File: src/rtl/mem_access_ctrl.sv
// mem_access_ctrl: memory-stage bus sequencer for the 5-stage MIPS pipeline.
//   Converts an ex-stage load/store into one req/ack bus transaction.
//   Stalls the pipeline until the transaction completes.
//   Returns load data to the writeback mux.
//   If no ack arrives within TIMEOUT request cycles, the access is aborted with a
//   one-cycle me_BusErr pulse instead of deadlocking the pipe.
// Ports:
//   clk, reset                sync active-high reset
//   ex_MemRd/ex_MemWr         load/store request, held while me_Stall=1
//   ex_Addr/WrData/ByteEn     access attributes, latched on IDLE->REQ
//   ext_Req/We/Addr/WrData/ByteEn   registered bus request side
//   ext_Ack/ext_RdData        bus completion and read data
//   me_ExtMemRdData           captured load data (0 after a timeout)
//   me_Stall                  pipeline freeze (combinational)
//   me_BusErr                 timeout pulse, high only in ERR
module mem_access_ctrl #(
  parameter int TIMEOUT = 15,
  parameter int CNT_W   = 8
) (
  input  logic        clk,
  input  logic        reset,
  input  logic        ex_MemRd,
  input  logic        ex_MemWr,
  input  logic [31:0] ex_Addr,
  input  logic [31:0] ex_WrData,
  input  logic [3:0]  ex_ByteEn,
  output logic        ext_Req,
  output logic        ext_We,
  output logic [31:0] ext_Addr,
  output logic [31:0] ext_WrData,
  output logic [3:0]  ext_ByteEn,
  input  logic        ext_Ack,
  input  logic [31:0] ext_RdData,
  output logic [31:0] me_ExtMemRdData,
  output logic        me_Stall,
  output logic        me_BusErr
);

  typedef enum logic [1:0] {IDLE, REQ, DONE, ERR} state_t;

  localparam logic [CNT_W-1:0] LAST_CNT = CNT_W'(TIMEOUT - 1);

  state_t           state;
  logic [CNT_W-1:0] cnt;
  logic             exReq;

  assign exReq = ex_MemRd | ex_MemWr;

  // DONE/ERR deliberately drop stall: the pipe advances while ex_* still shows
  // the finished instruction, so those states must not re-accept it.
  assign me_Stall = ((state == IDLE) && exReq) || (state == REQ);

  always_ff @(posedge clk) begin
    if (reset) begin
      state           <= IDLE;
      cnt             <= '0;
      ext_Req         <= 1'b0;
      ext_We          <= 1'b0;
      ext_Addr        <= 32'h0;
      ext_WrData      <= 32'h0;
      ext_ByteEn      <= 4'h0;
      me_ExtMemRdData <= 32'h0;
      me_BusErr       <= 1'b0;
    end else begin
      case (state)
        IDLE: begin
          if (exReq) begin
            state      <= REQ;
            ext_Req    <= 1'b1;
            // read wins when both are asserted
            ext_We     <= ex_MemWr & ~ex_MemRd;
            ext_Addr   <= ex_Addr;
            ext_WrData <= ex_WrData;
            ext_ByteEn <= ex_ByteEn;
            cnt        <= '0;
          end
        end
        REQ: begin
          // ack takes priority over a timeout in the same cycle
          if (ext_Ack) begin
            state   <= DONE;
            ext_Req <= 1'b0;
            if (!ext_We) me_ExtMemRdData <= ext_RdData;
          end else if (cnt == LAST_CNT) begin
            state           <= ERR;
            ext_Req         <= 1'b0;
            me_BusErr       <= 1'b1;
            me_ExtMemRdData <= 32'h0;
          end else begin
            cnt <= cnt + 1'b1;
          end
        end
        DONE: state <= IDLE;
        ERR: begin
          state     <= IDLE;
          me_BusErr <= 1'b0;
        end
        default: begin
          state     <= IDLE;
          ext_Req   <= 1'b0;
          me_BusErr <= 1'b0;
        end
      endcase
    end
  end

endmodule

File: config.mk
export PLATFORM = sky130hd
export DESIGN_NAME = mem_access_ctrl
export DESIGN_NICKNAME = d
export VERILOG_FILES = /design/src/rtl/mem_access_ctrl.sv
export SDC_FILE = /design/constraint.sdc
export NUM_CORES = 1
export LEC_CHECK = 0
export BUFFER_PORTS_ARGS = -buffer_cell sky130_fd_sc_hd__buf_2
export CAP_MARGIN = 30
export CORE_MARGIN = 2
export CORE_UTILIZATION = 35
export DETAILED_ROUTE_END_ITERATION = 16
export PLACE_DENSITY = 0.76
export SYNTH_ARGS = -nofsm -noshare
export SYNTH_HDL_FRONTEND = slang
export SYNTH_SLANG_ARGS = --single-unit
File: constraint.sdc
create_clock -name clk -period 2.4 [get_ports clk]
set_input_delay 0.48 -clock clk [delete_from_list [all_inputs] [get_ports clk]]
set_output_delay 0.48 -clock clk [all_outputs]
set_load 0.01 [all_outputs]
==> metrics.txt <==
# TYPE chip_impl_metric gauge
chip_impl_info{name="run_status",value="finished, final reports clean"} 1
chip_impl_metric{name="multi_input_comb_area",unit="mm²"} 0.00157
chip_impl_metric{name="ctsHtreeMaxLevel",unit=""} 4
chip_impl_metric{name="power.switching_fraction",unit="%"} 22.9
chip_impl_metric{name="cts_repair_resize_count",unit=""} 0
chip_impl_metric{name="worstHoldPathCells",unit=""} 2
chip_impl_metric{name="timing.clock.skew",unit="ns"} 0.00548
chip_impl_info{name="crit_path_end_kind",value="flop"} 1
chip_impl_metric{name="cp_max_fo",unit=""} 19
chip_impl_metric{name="final.period_utilization",unit="%"} 85.6
chip_impl_metric{name="critPathRequiredTime",unit="ns"} 2.68
chip_impl_metric{name="cts_setup_buffers",unit=""} 0
chip_impl_metric{name="layout_cell_share_with_drive_strength_beyond_1",unit="%"} 38.0
chip_impl_metric{name="total_vias_in_the_final_route",unit=""} 3838
chip_impl_metric{name="chipWidth",unit="µm"} 111
chip_impl_metric{name="timing.max_slew.rel_slack",unit="%"} 43.3
chip_impl_metric{name="max_freq",unit="MHz"} 487
chip_impl_info{name="clock-root-buffer",value="clkbuf_16"} 1
chip_impl_metric{name="timing.final.ws_setup",unit="ns"} 0.347
chip_impl_metric{name="synth_cells",unit=""} 448
chip_impl_metric{name="first_iter_violations",unit=""} 180
chip_impl_metric{name="place.gp.congestion",unit=""} 0.861
chip_impl_metric{name="met1Wirelength",unit="µm"} 4270
chip_impl_metric{name="dpl_worst_slack",unit="ns"} 0.343
chip_impl_metric{name="setup-violations-final",unit=""} 0
chip_impl_metric{name="portBuffers",unit=""} 208
chip_impl_metric{name="synthArstFlopShare",unit="%"} 0
chip_impl_metric{name="ys_seq_area_share",unit="%"} 56.9
chip_impl_metric{name="gr-usage-all-layers",unit="%"} 16.7
chip_impl_metric{name="floorplan.rows",unit=""} 38
chip_impl_metric{name="synth_nets",unit=""} 555
chip_impl_metric{name="power.combinational.fraction",unit="%"} 11.7
chip_impl_metric{name="post_synth.cell_area_avg",unit="µm²"} 8.88
chip_impl_info{name="critPathLaunchType",value="flop"} 1
chip_impl_metric{name="cp_data_arrival_time",unit="ns"} 2.33
chip_impl_metric{name="detail_route.drc_violations",unit=""} 0
chip_impl_metric{name="fin_setup_tns",unit="ns"} 0
chip_impl_info{name="primary_flip_flop_cell_chosen_by_synthesis_mapping",value="dfxtp_1"} 1
chip_impl_metric{name="post_drt_via_cell_ratio",unit=""} 4.80
chip_impl_metric{name="worstSkewPairLatency",unit="ns"} 0.39
chip_impl_metric{name="die_area",unit="mm²"} 0.0122
chip_impl_metric{name="cts_max_path_buffers",unit=""} 2
chip_impl_metric{name="drt_pass1_iterations",unit=""} 4
chip_impl_metric{name="grt_first_pass_wirelength",unit="µm"} 17000
chip_impl_info{name="top_layer",value="met4"} 1
chip_impl_metric{name="ys_ff_latch",unit=""} 113
chip_impl_metric{name="num-fill-cells",unit=""} 996
chip_impl_metric{name="area.growth.synth_to_final",unit="%"} 44.2
chip_impl_metric{name="post_drt_wl_per_cell",unit="µm"} 12.5
chip_impl_metric{name="number_of_global_route_vias_before_repair",unit=""} 3824
chip_impl_metric{name="max-vdd-ir-drop",unit="mV"} 0.535
chip_impl_metric{name="p_sw",unit="mW"} 1.18
chip_impl_metric{name="postRouteWirelength",unit="µm"} 10000
chip_impl_metric{name="finalNetCount",unit=""} 756
chip_impl_metric{name="total_power_per_unit_cell_area",unit="mW/mm²"} 903
chip_impl_metric{name="grt_start_max_net_pins",unit=""} 83
chip_impl_metric{name="worst_pin_slew",unit="ns"} 0.850
chip_impl_info{name="grt_setup_unrepaired",value="no"} 1
chip_impl_metric{name="final-hold-violation-count",unit=""} 0
chip_impl_metric{name="routed-wl-met3",unit="µm"} 758
chip_impl_metric{name="worst_setup_hold_path_clk_slew",unit="ns"} 0.05
chip_impl_metric{name="synth_area",unit="mm²"} 0.00398
chip_impl_info{name="min_path_type",value="in2reg"} 1
chip_impl_metric{name="hpwlAfterDp",unit="µm"} 6900
chip_impl_metric{name="seq_area",unit="mm²"} 0.00226
chip_impl_metric{name="pwr-share-seq",unit="%"} 39.9
chip_impl_metric{name="power_report.internal_total",unit="mW"} 4.00
chip_impl_metric{name="tritoncts.num_buffers",unit=""} 17
chip_impl_metric{name="tritoncts_num_sinks",unit=""} 113
chip_impl_metric{name="r2r.worst_path.cells",unit=""} 7
chip_impl_metric{name="max-cap-violations",unit=""} 0
chip_impl_metric{name="floorplan.initialDensity",unit="%"} 36.2
chip_impl_metric{name="synth.lib_cells_used.distinct",unit=""} 35
chip_impl_metric{name="antenna_violating_nets_post_route",unit=""} 0
chip_impl_info{name="crit_type",value="reg2reg"} 1
chip_impl_metric{name="antenna_cells",unit=""} 0
chip_impl_metric{name="cts.hold.buffers_added",unit=""} 0
chip_impl_metric{name="met2WireLength",unit="µm"} 4840
chip_impl_metric{name="floorplan.die.height",unit="µm"} 111
chip_impl_metric{name="min_period",unit="ns"} 2.05
chip_impl_info{name="clock_tree_from_tritoncts",value="built"} 1
chip_impl_metric{name="number_of_ports_placed_on_the_die_boundary",unit=""} 209
chip_impl_metric{name="number_of_enable_type_register_cells_in_the_synthesized_netlist",unit=""} 0
chip_impl_metric{name="slew_violations",unit=""} 0
chip_impl_metric{name="ys.warnings.count",unit=""} 0
chip_impl_metric{name="total_leakage_power",unit="nW"} 2.73
chip_impl_metric{name="antenna_found_initial",unit=""} 0
chip_impl_metric{name="pwr-share-clk",unit="%"} 48.3
chip_impl_metric{name="fp.coreArea",unit="mm²"} 0.0110
chip_impl_metric{name="globalRouteOverflowTotal",unit=""} 0
[path summary, 6_finish.rpt]
| path | slack (ns) | to | startpoint |
|---|---|---|---|
| setup reg to reg | 0.35 | me_ExtMemRdData[9] | cnt[0] |
| setup / recovery | 0.35 | me_ExtMemRdData[9] | cnt[0] |
| hold reg to reg | 0.45 | ext_Addr[20] | ext_Addr[20] |
| hold / removal | 0.30 | ext_We | ex_MemRd |
[logic make-up after synthesis]
family                   share of synthesized area [%]
AND/OR/NAND/NOR                                   19.7
AO/OA/AOI/OAI                                     18.9
flip-flops                                        56.9
buffers and inverters                             3.99
adder cells (fa/ha/maj)                          0.629
[cells in the mapped netlist (all sizes together), types with 2 or more instances]
cell type | n | area share [%]
nand3b | 3 | 0.57
a22o | 32 | 7.0
o21ai | 3 | 0.38
nand2 | 138 | 13
dfxtp | 113 | 57
ha | 2 | 0.63
or3 | 3 | 0.47
clkbuf | 18 | 1.7
nand2b | 3 | 0.47
a21oi | 75 | 9.5
a211oi | 2 | 0.38
buf | 14 | 2.2
nor3 | 2 | 0.25
a31oi | 5 | 0.79
or2 | 2 | 0.31
nand3 | 13 | 1.6
nor2 | 7 | 0.66
[power by group through the flow]
stage	clock network, mW	registers (mW)	logic, mW
6_report	2.50	2.07	0.609
5_1_grt	2.65	2.08	0.678
4_1_cts	2.56	2.07	0.615
3_5_place_dp	0	2.10	0.614
3_3_place_gp	0	2.10	0.596
2_1_floorplan	0	2.16	0.279
[stage by stage]
step	hold slack [ns]	utilization [%]	cell area [µm²]	std cells	power, mW
finish	0.300	52.2	5740	800	5.18
global route	0.284	52.2	5740	800	5.41
CTS	0.276	52.2	5740	800	5.25
detailed placement	0.444	46.7	5130	770	2.72
global placement	0.439	46.5	5110	769	2.70
floorplan	0.479	-	3980	448	2.44
[routing by layer]
| layer | vias to the layer above | global-route usage, % |
|---|---|---|
| met5 | - | 0 |
| met4 | 0 | 6.67 |
| met3 | 14 | 7.03 |
| met2 | 151 | 29.0 |
| met1 | 1743 | 18.0 |
| li1 | 1930 | - |
[layout make-up]
class,instances,share of cell area (%)
Timing Repair Buffer,214,19.5
Inverter,1,0.0654
Clock inverter,4,1.22
Multi-Input combinational cell,302,27.3
Sequential cell,113,39.4
Clock buffer,26,9.40
Tap cell,140,3.05
[flip-flops by register name, summed over array words and instances (netlist names)]
signal	flops
ext_Addr	32
ext_WrData	32
me_ExtMemRdData	32
cnt	8
ext_ByteEn	4
state	2
ext_Req	1
ext_We	1
me_BusErr	1
[layout by cell type, fill, tap and decap left out, types with 2 or more instances in the layout]
cell	synthesis	routed
bufinv_16	0	2
ha_1	2	2
a21oi_1	74	74
buf_4	1	3
nand2_1	138	137
a31oi_1	5	5
buf_2	7	208
a22o_1	32	32
o21ai_1	3	3
a211oi_1	2	2
clkinv_2	0	2
or3_1	3	3
clkbuf_8	0	8
nand3_1	13	13
dfxtp_1	113	113
nand2b_1	3	3
nor2_1	7	7
clkbuf_16	0	17
nand3b_1	3	3
buf_12	0	2
[worst max-delay path: stages (launching register included)]
cell and delay, ns:
dfxtp_1 0.34, inv_1 0.09, ha_1 0.15, or4b_4 0.51, o31ai_4 0.24, a21oi_2 0.20
buf_8 0.21, a22o_1 0.19
Power figures use the tool's default switching activity.
